## src/rtl/i2c_master_byte_ctrl.sv

```systemverilog
// Byte-level I2C master: START / one data byte + ACK / STOP sequencer with quarter-period prescaler.
// Optional macro I2C_CLK_STRETCH_EN freezes the prescaler while a slave holds SCL low.
module i2c_master_byte_ctrl #(
  parameter int PRESCALE_W = 16,
  parameter int DATA_WIDTH = 8
) (
  input  logic                  clk,
  input  logic                  rst,
  input  logic                  ena,
  input  logic [PRESCALE_W-1:0] clk_cnt,
  input  logic                  start,
  input  logic                  stop,
  input  logic                  read,
  input  logic                  write,
  input  logic                  ack_in,
  input  logic [DATA_WIDTH-1:0] din,
  output logic [DATA_WIDTH-1:0] dout,
  output logic                  cmd_ack,
  output logic                  ack_out,
  output logic                  busy,
  input  logic                  scl_i,
  output logic                  scl_o,
  output logic                  scl_oen,
  input  logic                  sda_i,
  output logic                  sda_o,
  output logic                  sda_oen
);

  localparam logic [2:0] S_IDLE  = 3'd0;
  localparam logic [2:0] S_START = 3'd1;
  localparam logic [2:0] S_DATA  = 3'd2;
  localparam logic [2:0] S_ACK   = 3'd3;
  localparam logic [2:0] S_STOP  = 3'd4;
  localparam logic [2:0] S_DONE  = 3'd5;

  logic [2:0]            state;
  logic [1:0]            phase;
  logic [2:0]            bit_cnt;
  logic [PRESCALE_W-1:0] cnt;
  logic [DATA_WIDTH-1:0] sr;
  logic                  c_rw, c_write, c_stop, ack_bit;
  logic                  scl_q, sda_q;
  logic                  drv_scl, drv_sda;
  logic                  active, stretch, tick;

  assign scl_o   = 1'b0;
  assign sda_o   = 1'b0;
  assign scl_oen = drv_scl;
  assign sda_oen = drv_sda;

  assign active = (state == S_START) || (state == S_DATA) ||
                  (state == S_ACK)   || (state == S_STOP);

  // Outside a transfer the lines keep their last driven level so the bus stays owned between commands.
  always_comb begin
    drv_scl = scl_q;
    drv_sda = sda_q;
    case (state)
      S_START: begin
        drv_scl = (phase != 2'd3);
        drv_sda = (phase < 2'd2);
      end
      S_STOP: begin
        drv_scl = (phase != 2'd0);
        drv_sda = (phase == 2'd3);
      end
      S_DATA: begin
        drv_scl = (phase == 2'd1) || (phase == 2'd2);
        drv_sda = c_write ? sr[DATA_WIDTH-1] : 1'b1;
      end
      S_ACK: begin
        drv_scl = (phase == 2'd1) || (phase == 2'd2);
        drv_sda = c_write ? 1'b1 : ack_bit;
      end
      default: ;
    endcase
  end

`ifdef I2C_CLK_STRETCH_EN
  assign stretch = active && ((phase == 2'd1) || (phase == 2'd2)) && drv_scl && !scl_i;
`else
  logic unused_scl_i;
  assign unused_scl_i = scl_i;
  assign stretch      = 1'b0;
`endif

  assign tick = active && ena && !stretch && (cnt == clk_cnt);

  always_ff @(posedge clk) begin
    if (rst) begin
      state   <= S_IDLE;
      phase   <= '0;
      bit_cnt <= '0;
      cnt     <= '0;
      sr      <= '0;
      c_rw    <= 1'b0;
      c_write <= 1'b0;
      c_stop  <= 1'b0;
      ack_bit <= 1'b0;
      scl_q   <= 1'b1;
      sda_q   <= 1'b1;
      dout    <= '0;
      ack_out <= 1'b0;
      busy    <= 1'b0;
      cmd_ack <= 1'b0;
    end else begin
      scl_q   <= drv_scl;
      sda_q   <= drv_sda;
      cmd_ack <= 1'b0;
      case (state)
        S_IDLE: begin
          if (ena && (start || stop || read || write)) begin
            c_rw    <= read || write;
            c_write <= write;
            c_stop  <= stop;
            ack_bit <= ack_in;
            sr      <= din;
            cnt     <= '0;
            phase   <= '0;
            bit_cnt <= '0;
            state   <= start ? S_START : ((read || write) ? S_DATA : S_STOP);
          end
        end
        S_DONE: state <= S_IDLE;
        default: begin
          if (ena && !stretch)
            cnt <= (cnt == clk_cnt) ? '0 : cnt + 1'b1;
          if (tick) begin
            phase <= phase + 2'd1;
            if (phase == 2'd1) begin
              if (state == S_START)
                busy <= 1'b1;
              if (state == S_DATA && !c_write)
                sr <= {sr[DATA_WIDTH-2:0], sda_i};
              if (state == S_ACK && c_write)
                ack_out <= sda_i;
            end
            if (phase == 2'd3) begin
              case (state)
                S_START: begin
                  if (c_rw)
                    state <= S_DATA;
                  else if (c_stop)
                    state <= S_STOP;
                  else begin
                    state   <= S_DONE;
                    cmd_ack <= 1'b1;
                  end
                end
                S_DATA: begin
                  if (c_write)
                    sr <= {sr[DATA_WIDTH-2:0], 1'b0};
                  if (bit_cnt == 3'd7)
                    state <= S_ACK;
                  else
                    bit_cnt <= bit_cnt + 3'd1;
                end
                S_ACK: begin
                  if (!c_write)
                    dout <= sr;
                  if (c_stop)
                    state <= S_STOP;
                  else begin
                    state   <= S_DONE;
                    cmd_ack <= 1'b1;
                  end
                end
                default: begin
                  busy    <= 1'b0;
                  state   <= S_DONE;
                  cmd_ack <= 1'b1;
                end
              endcase
            end
          end
        end
      endcase
    end
  end

endmodule

```

## config.mk

```make
export PLATFORM = sky130hd
export DESIGN_NAME = i2c_master_byte_ctrl
export DESIGN_NICKNAME = d
export VERILOG_FILES = /design/src/rtl/i2c_master_byte_ctrl.sv
export SDC_FILE = /design/constraint.sdc
export NUM_CORES = 1
export LEC_CHECK = 0
export BUFFER_PORTS_ARGS = -buffer_cell sky130_fd_sc_hd__buf_2
export CAP_MARGIN = 25
export CORE_ASPECT_RATIO = 1.4
export CORE_MARGIN = 10
export CORE_UTILIZATION = 51
export CTS_CLUSTER_SIZE = 16
export DETAILED_ROUTE_END_ITERATION = 8
export PLACE_DENSITY = 0.85
export SLEW_MARGIN = 10
export SYNTH_ARGS = -nofsm -noshare
export SYNTH_HDL_FRONTEND = slang
export SYNTH_SLANG_ARGS = --single-unit
```

## constraint.sdc

```tcl
create_clock -name clk -period 2 [get_ports clk]
set_clock_uncertainty 0.1 [all_clocks]
set_input_delay 0 -clock clk [delete_from_list [all_inputs] [get_ports clk]]
set_output_delay 0 -clock clk [all_outputs]
set_load 0.02 [all_outputs]
```

-- Yosys cells after proc, flatten, opt, wreduce, memory -nomap -nowiden
Index checks and enable logic that the tools add are counted.
- register bits after elaboration: 49
- logic and storage cells: 114
- add/subtract/negate cells: 3
- order comparisons: 1
- eq/ne operators: 14
- muxes and demuxes: 42
- bitwise operators: 5
- reduce and logical (&&, ||, !) cells: 34
- operators by type and width (operator ; count):
    2-to-1 mux 8 bit ; 7
    2-to-1 mux 16 bit ; 3
    2-to-1 mux 3 bit ; 12
    one-hot mux 16 bit (2 select lines) ; 1
    adder 16 x 1 -> 16 bit (second input constant) ; 1
    equality test 16 bit ; 1
    one-hot mux 8 bit (2 select lines) ; 1
    one-hot mux 3 bit (2 select lines) ; 2
    nonzero test 2 bit ; 5
    equality test 3 bit (second input constant) ; 3
    2-to-1 mux 1 bit ; 9
    one-hot mux 3 bit (3 select lines) ; 1
    logical OR 1 bit ; 8
    AND reduction 4 bit ; 2
    equality test 3 x 2 -> 1 bit (second input constant) ; 2
    one-hot mux 1 bit (3 select lines) ; 2
    AND reduction 3 bit ; 2
    AND reduction 6 bit ; 1
    nonzero test 3 bit ; 2
    logical AND 1 bit ; 5
    NOT 1 bit ; 5
    AND reduction 5 bit ; 1
    OR reduction 5 bit ; 1
    equality test 2 bit (second input constant) ; 2
    other kinds (16) ; 20

-- Logic depth before layout (Yosys ltp)
- depth in word-level cells: 9
- depth in mapped cells: 8
- gate-level depth less buffers: 7

-- Worst setup path after synthesis
OpenSTA, ideal clock, no wires.
- path kind: register to register
- start: register state[2]
- end: register sda_q
- library setup time: 0.123 ns
- data arrival time: 1.737 ns
- required time: 1.777 ns
- slack: 0.040 ns
- cell stages (with the launch flop): 7
- buffers on the path: 1
- period minus slack after synthesis: 1.960 ns
- cell sequence: dfxtp_1 clkbuf_1 and3b_1 o21a_1 a2111oi_0 a221oi_1 or2_2
- cells in the longest elaborated chain, start to end: 2
- RTL lines (what ; line ; text):
    start, declared ; 36 ; logic [2:0] state;
    start signal, assigned ; 121 ; state <= start ? S_START : ((read || write) ? S_DATA : S_STOP);
    equality test 3 x 2 -> 1 bit (tied with other cells) ; 58 ; case (state)
    one-hot mux 1 bit (4 select lines) (*) ; 58 ;
    net sda_oen ; 26 ; output logic sda_oen
    end signal, assigned ; 108 ; sda_q <= drv_sda;
    end, declared ; 42 ; logic scl_q, sda_q;
Mark *: on every way through the listed nets, which the timed path passes. The rest lies on a longest branch.
A chain may end at the register's enable or synchronous reset.

-- Worst setup path after layout
- start: register phase[1]
- end: register sr[0]
- cells in the longest elaborated chain, start to end: 7
- RTL lines (what ; line ; text):
    start, declared ; 37 ; logic [1:0] phase;
    start signal, assigned ; 129 ; phase <= phase + 2'd1;
    equality test 2 x 1 -> 1 bit ; 130 ; if (phase == 2'd1) begin
    2-to-1 mux 8 bit ; 130 ;
    2-to-1 mux 8 bit ; 151 ; if (c_write)
    2-to-1 mux 8 bit ; 139 ; case (state)
    2-to-1 mux 8 bit (*) ; 138 ; if (phase == 2'd3) begin
    2-to-1 mux 8 bit (*) ; 128 ; if (tick) begin
    one-hot mux 8 bit (2 select lines) (*) ; 110 ; case (state)
    end signal, assigned ; 117 ; sr <= din;
    end signal, assigned ; 134 ; sr <= {sr[DATA_WIDTH-2:0], sda_i};
    end signal, assigned ; 152 ; sr <= {sr[DATA_WIDTH-2:0], 1'b0};
    end, declared ; 40 ; logic [DATA_WIDTH-1:0] sr;
Every way passes the cells marked *; elsewhere a longest branch is shown, timed or not. The select of a mux whose other input is x is not followed.

==> flow_summary_export.csv <==
group,metric,value,unit
sta,max_slew_margin,0.416,
grt,vias_in_the_first_global_route,3073,
routing,dr.first_iter.drc_count,215,
synth,yosys.area.top_type,"sky130_fd_sc_hd__dfxtp_1",
routing,route.detailed.wl_per_inst,17.5,um
synth,synth.most_common_cell,"sky130_fd_sc_hd__dfxtp_1",
clock_tree,clk_root_buffer_cell,"sky130_fd_sc_hd__clkbuf_8",
die,rows,32,
clock_tree,h-tree-depth,2,
synth,postSynth.asyncResetShare,0,
routing,detail_route.drc_violations,0,
worst_setup_path,endpoint_kind,"register",
grt,grt-ovfl-total,0,
synth,post_synth_cell_types,59,
worst_setup_path,crit_path_max_incr_delay,460,ps
finish,fin_nets,472,
clock_tree,clock_tree_from_tritoncts,"yes",
pwr,power.density,1010,mW/mm^2
sta,final_period_minus_worst_setup_slack,2030,ps
pwr,peakVddDrop,0.000594,V
run_status,failed_checks,"negative setup slack",
finish,n_antenna_cell,0,
sta,timing.final.crit_share,1.01,
synth,syn_inst,350,
clock_tree,clkTransAtPathRegs,100,ps
routing,drtAntennaViolNets,0,
synth,post_synth.cell_area_avg,8.54,um^2
synth,synth-warning-count,0,
sta,hold_viol,0,
run_status,status,"finished with violations",
synth,cell_area_after_synthesis,0.00299,mm^2
grt,grt_first_pass_wirelength,13.9,mm
grt,groute.usage.overall,0.171,
sta,timing.hold.ws,2.96,ps
sta,tightestPinTransition,876,ps
routing,met2RoutedLength,4.50,mm
clock_tree,cts_made_buffers,5,
finish,syn2layout_area_growth,30.8,%
die,initial_utilization,0.533,
die,io-pin-count,49,
die,die_area,0.00937,mm^2
pwr,report.power.total,3.95,mW
synth,synth.top_cells.by_count,"sky130_fd_sc_hd__dfxtp_1 (49), sky130_fd_sc_hd__nand2_1 (26), sky130_fd_sc_hd__xor2_1 (25), sky130_fd_sc_hd__a21oi_1 (20)",
finish,post_route_cells_drive_above_1_share,0.346,
worst_setup_path,critical_path_arrival,2110,ps
routing,highest_layer,"met4",
clock_tree,clk_path_buf_depth,2,
synth,synth_ff_type,"sky130_fd_sc_hd__dfxtp_1",
worst_setup_path,path_cells,"inv_1 > ha_2 > or3b_2 > a31oi_2 > nand2b_1 > o31ai_1 > a211oi_1",
sta,achievable-frequency,0.494,GHz
synth,synth_largest_type_area_fraction,0.328,
clock_tree,clock_sink_count,49,
sta,rsz_0062_raised_after_global_routing,"true",
routing,detailroute.wirelength.met3,534,um
sta,slew_viol_final,0,
synth,synth_edf_count,0,
grt,antenna_found_initial,0,
routing,drt-met1-wl,3.49,mm
placement,post-dp-hpwl,5.87,mm
worst_hold_path,holdCritPathClass,"input port to register",
grt,maximum_number_of_pins_on_one_net_before_global_route_repair,42,
placement,port_bufs,45,
sta,number_of_setup_violations_in_the_final_report,2,
routing,drtPass1Iterations,4,
synth,ys_seq_area_frac,0.328,
worst_setup_path,critical_path.max_fanout,4,
routing,detailroute.via_count,3009,
worst_setup_path,cp_slowest_cell,"sky130_fd_sc_hd__or3b_2",
worst_setup_path,worstSetupPathType,"register to register",
worst_setup_path,crit_required,2080,ps
job,maxCapViolations,0,
die,die_height,111,um
die,design.core.area,0.00561,mm^2
clock_tree,clock_insertion_delay_worst_skew,310,ps
sta,finalWorstSetupSlack,-25.5,ps
pwr,power_leakage,1.56,nW
placement,gp_congestion,0.886,
worst_setup_path,worst_setup_path_start_kind,"register",
routing,vias_per_cell,6.01,
die,dieWidth,84.7,um
synth,ys_ff_latch,49,
synth,netlist_top_cells_area,"sky130_fd_sc_hd__dfxtp_1 (33%), sky130_fd_sc_hd__xor2_1 (7.3%), sky130_fd_sc_hd__a211oi_1 (3.8%)",
routing,routed_wirelength,8.77,mm
per-stage QoR:
stage	TNS, ps	utilization	worst slack, ps	instance area, um^2	instances
after detailed placement	-65.1	0.623	-25.4	3490	477
final	-39.5	0.698	-25.5	3910	501
after global routing	-653	0.698	-138	3910	501
after CTS	0	0.667	3.75	3740	495
after floorplan	0	-	39.9	2990	351
after global placement	0	0.623	14.5	3490	477
area by class of cell:
type / count / area (um^2)
Timing Repair Buffer: 101 / 708
Tap cell: 68 / 85.1
Clock inverter: 3 / 46.3
Clock buffer: 5 / 68.8
Fill cell: 416 / 1690
Sequential cell: 49 / 991
Multi-Input combinational cell: 265 / 1980
Inverter: 10 / 37.5
placed cells by master (no fill, tap or decap), types with 3 or more instances in the layout:
cell                            instances
sky130_fd_sc_hd__a211oi_1              14
sky130_fd_sc_hd__a21oi_1               20
sky130_fd_sc_hd__a22oi_1                7
sky130_fd_sc_hd__a311oi_1               7
sky130_fd_sc_hd__a31oi_1                5
sky130_fd_sc_hd__and2_1                 3
sky130_fd_sc_hd__and3_1                 3
sky130_fd_sc_hd__buf_2                 45
sky130_fd_sc_hd__buf_4                 42
sky130_fd_sc_hd__clkbuf_8               5
sky130_fd_sc_hd__dfxtp_1               43
sky130_fd_sc_hd__dfxtp_2                5
sky130_fd_sc_hd__dlygate4sd3_1          9
sky130_fd_sc_hd__ha_1                   5
sky130_fd_sc_hd__inv_1                 10
sky130_fd_sc_hd__mux2i_1                9
sky130_fd_sc_hd__nand2_1               25
sky130_fd_sc_hd__nand2b_1               9
sky130_fd_sc_hd__nand3_1               14
sky130_fd_sc_hd__nand4_1                4
sky130_fd_sc_hd__nor2_1                10
sky130_fd_sc_hd__nor3_1                 7
sky130_fd_sc_hd__nor3_2                10
sky130_fd_sc_hd__nor4_1                 3
sky130_fd_sc_hd__nor4_4                 3
sky130_fd_sc_hd__o2111ai_1              4
sky130_fd_sc_hd__o211ai_1               5
sky130_fd_sc_hd__o21ai_0               17
sky130_fd_sc_hd__o31ai_1                4
sky130_fd_sc_hd__or2_2                  5
sky130_fd_sc_hd__or3_1                  3
sky130_fd_sc_hd__or4_4                  3
sky130_fd_sc_hd__xor2_1                25
worst paths after layout:
kind             end  cells after the start  startpoint  slack, ps
min reg2reg  ack_bit                      2     ack_bit        360
min            sr[5]                      3      din[5]          3
max            sr[0]                      7    phase[1]        -30
max reg2reg    sr[0]                      7    phase[1]        -30
flip-flops by register name, summed over array words and instances (netlist names), 2 cells and up:
register	count
state	3
dout	8
phase	2
sr	8
bit_cnt	3
cnt	16
metal layers:
| metal | global-route usage | up-vias |
|---|---|---|
| met1 | 0.195 | 1428 |
| met2 | 0.300 | 99 |
| met5 | 0 | - |
| met4 | 0.0548 | 0 |
| li1 | - | 1458 |
| met3 | 0.0419 | 24 |
where the power goes:
group	switching, mW	internal, mW
registers	0.147	1.11
clock network	0.362	0.375
logic	1.13	0.826
total	1.64	2.31
repair_timing:
item                                    4_1_cts  5_1_grt
setup buffers                                 0        6
cloned                                        1        0
resized for setup                             6       35
endpoints found under the hold margin         9        0
hold buffers                                  9        0
pin swaps                                     0        9
endpoints found under the setup margin        6       34
kinds of logic (layout without fill, tap and decap cells):
logic type | Yosys count | after routing | share of synthesized area
and+or+nand+nor | 122 | 122 | 0.243
AOI/OAI and AO/OA | 99 | 100 | 0.236
DFF | 49 | 49 | 0.328
buffers and inverters | 38 | 119 | 0.0607
xor gates and xnor gates | 26 | 26 | 0.0762
muxes | 9 | 9 | 0.0301
adders and majority gates | 6 | 6 | 0.0251
other | 1 | 2 | 0.00125
critical path: cells and delay by family, from the launching register on:
| kind | cells | cell delay, ps |
|---|---|---|
| adders and majority gates | 1 | 230 |
| AOI/OAI and AO/OA | 3 | 580 |
| buffers and inverters | 1 | 120 |
| DFF | 1 | 340 |
| and+or+nand+nor | 2 | 540 |
No activity file was read; power rests on OpenSTA's default activity.
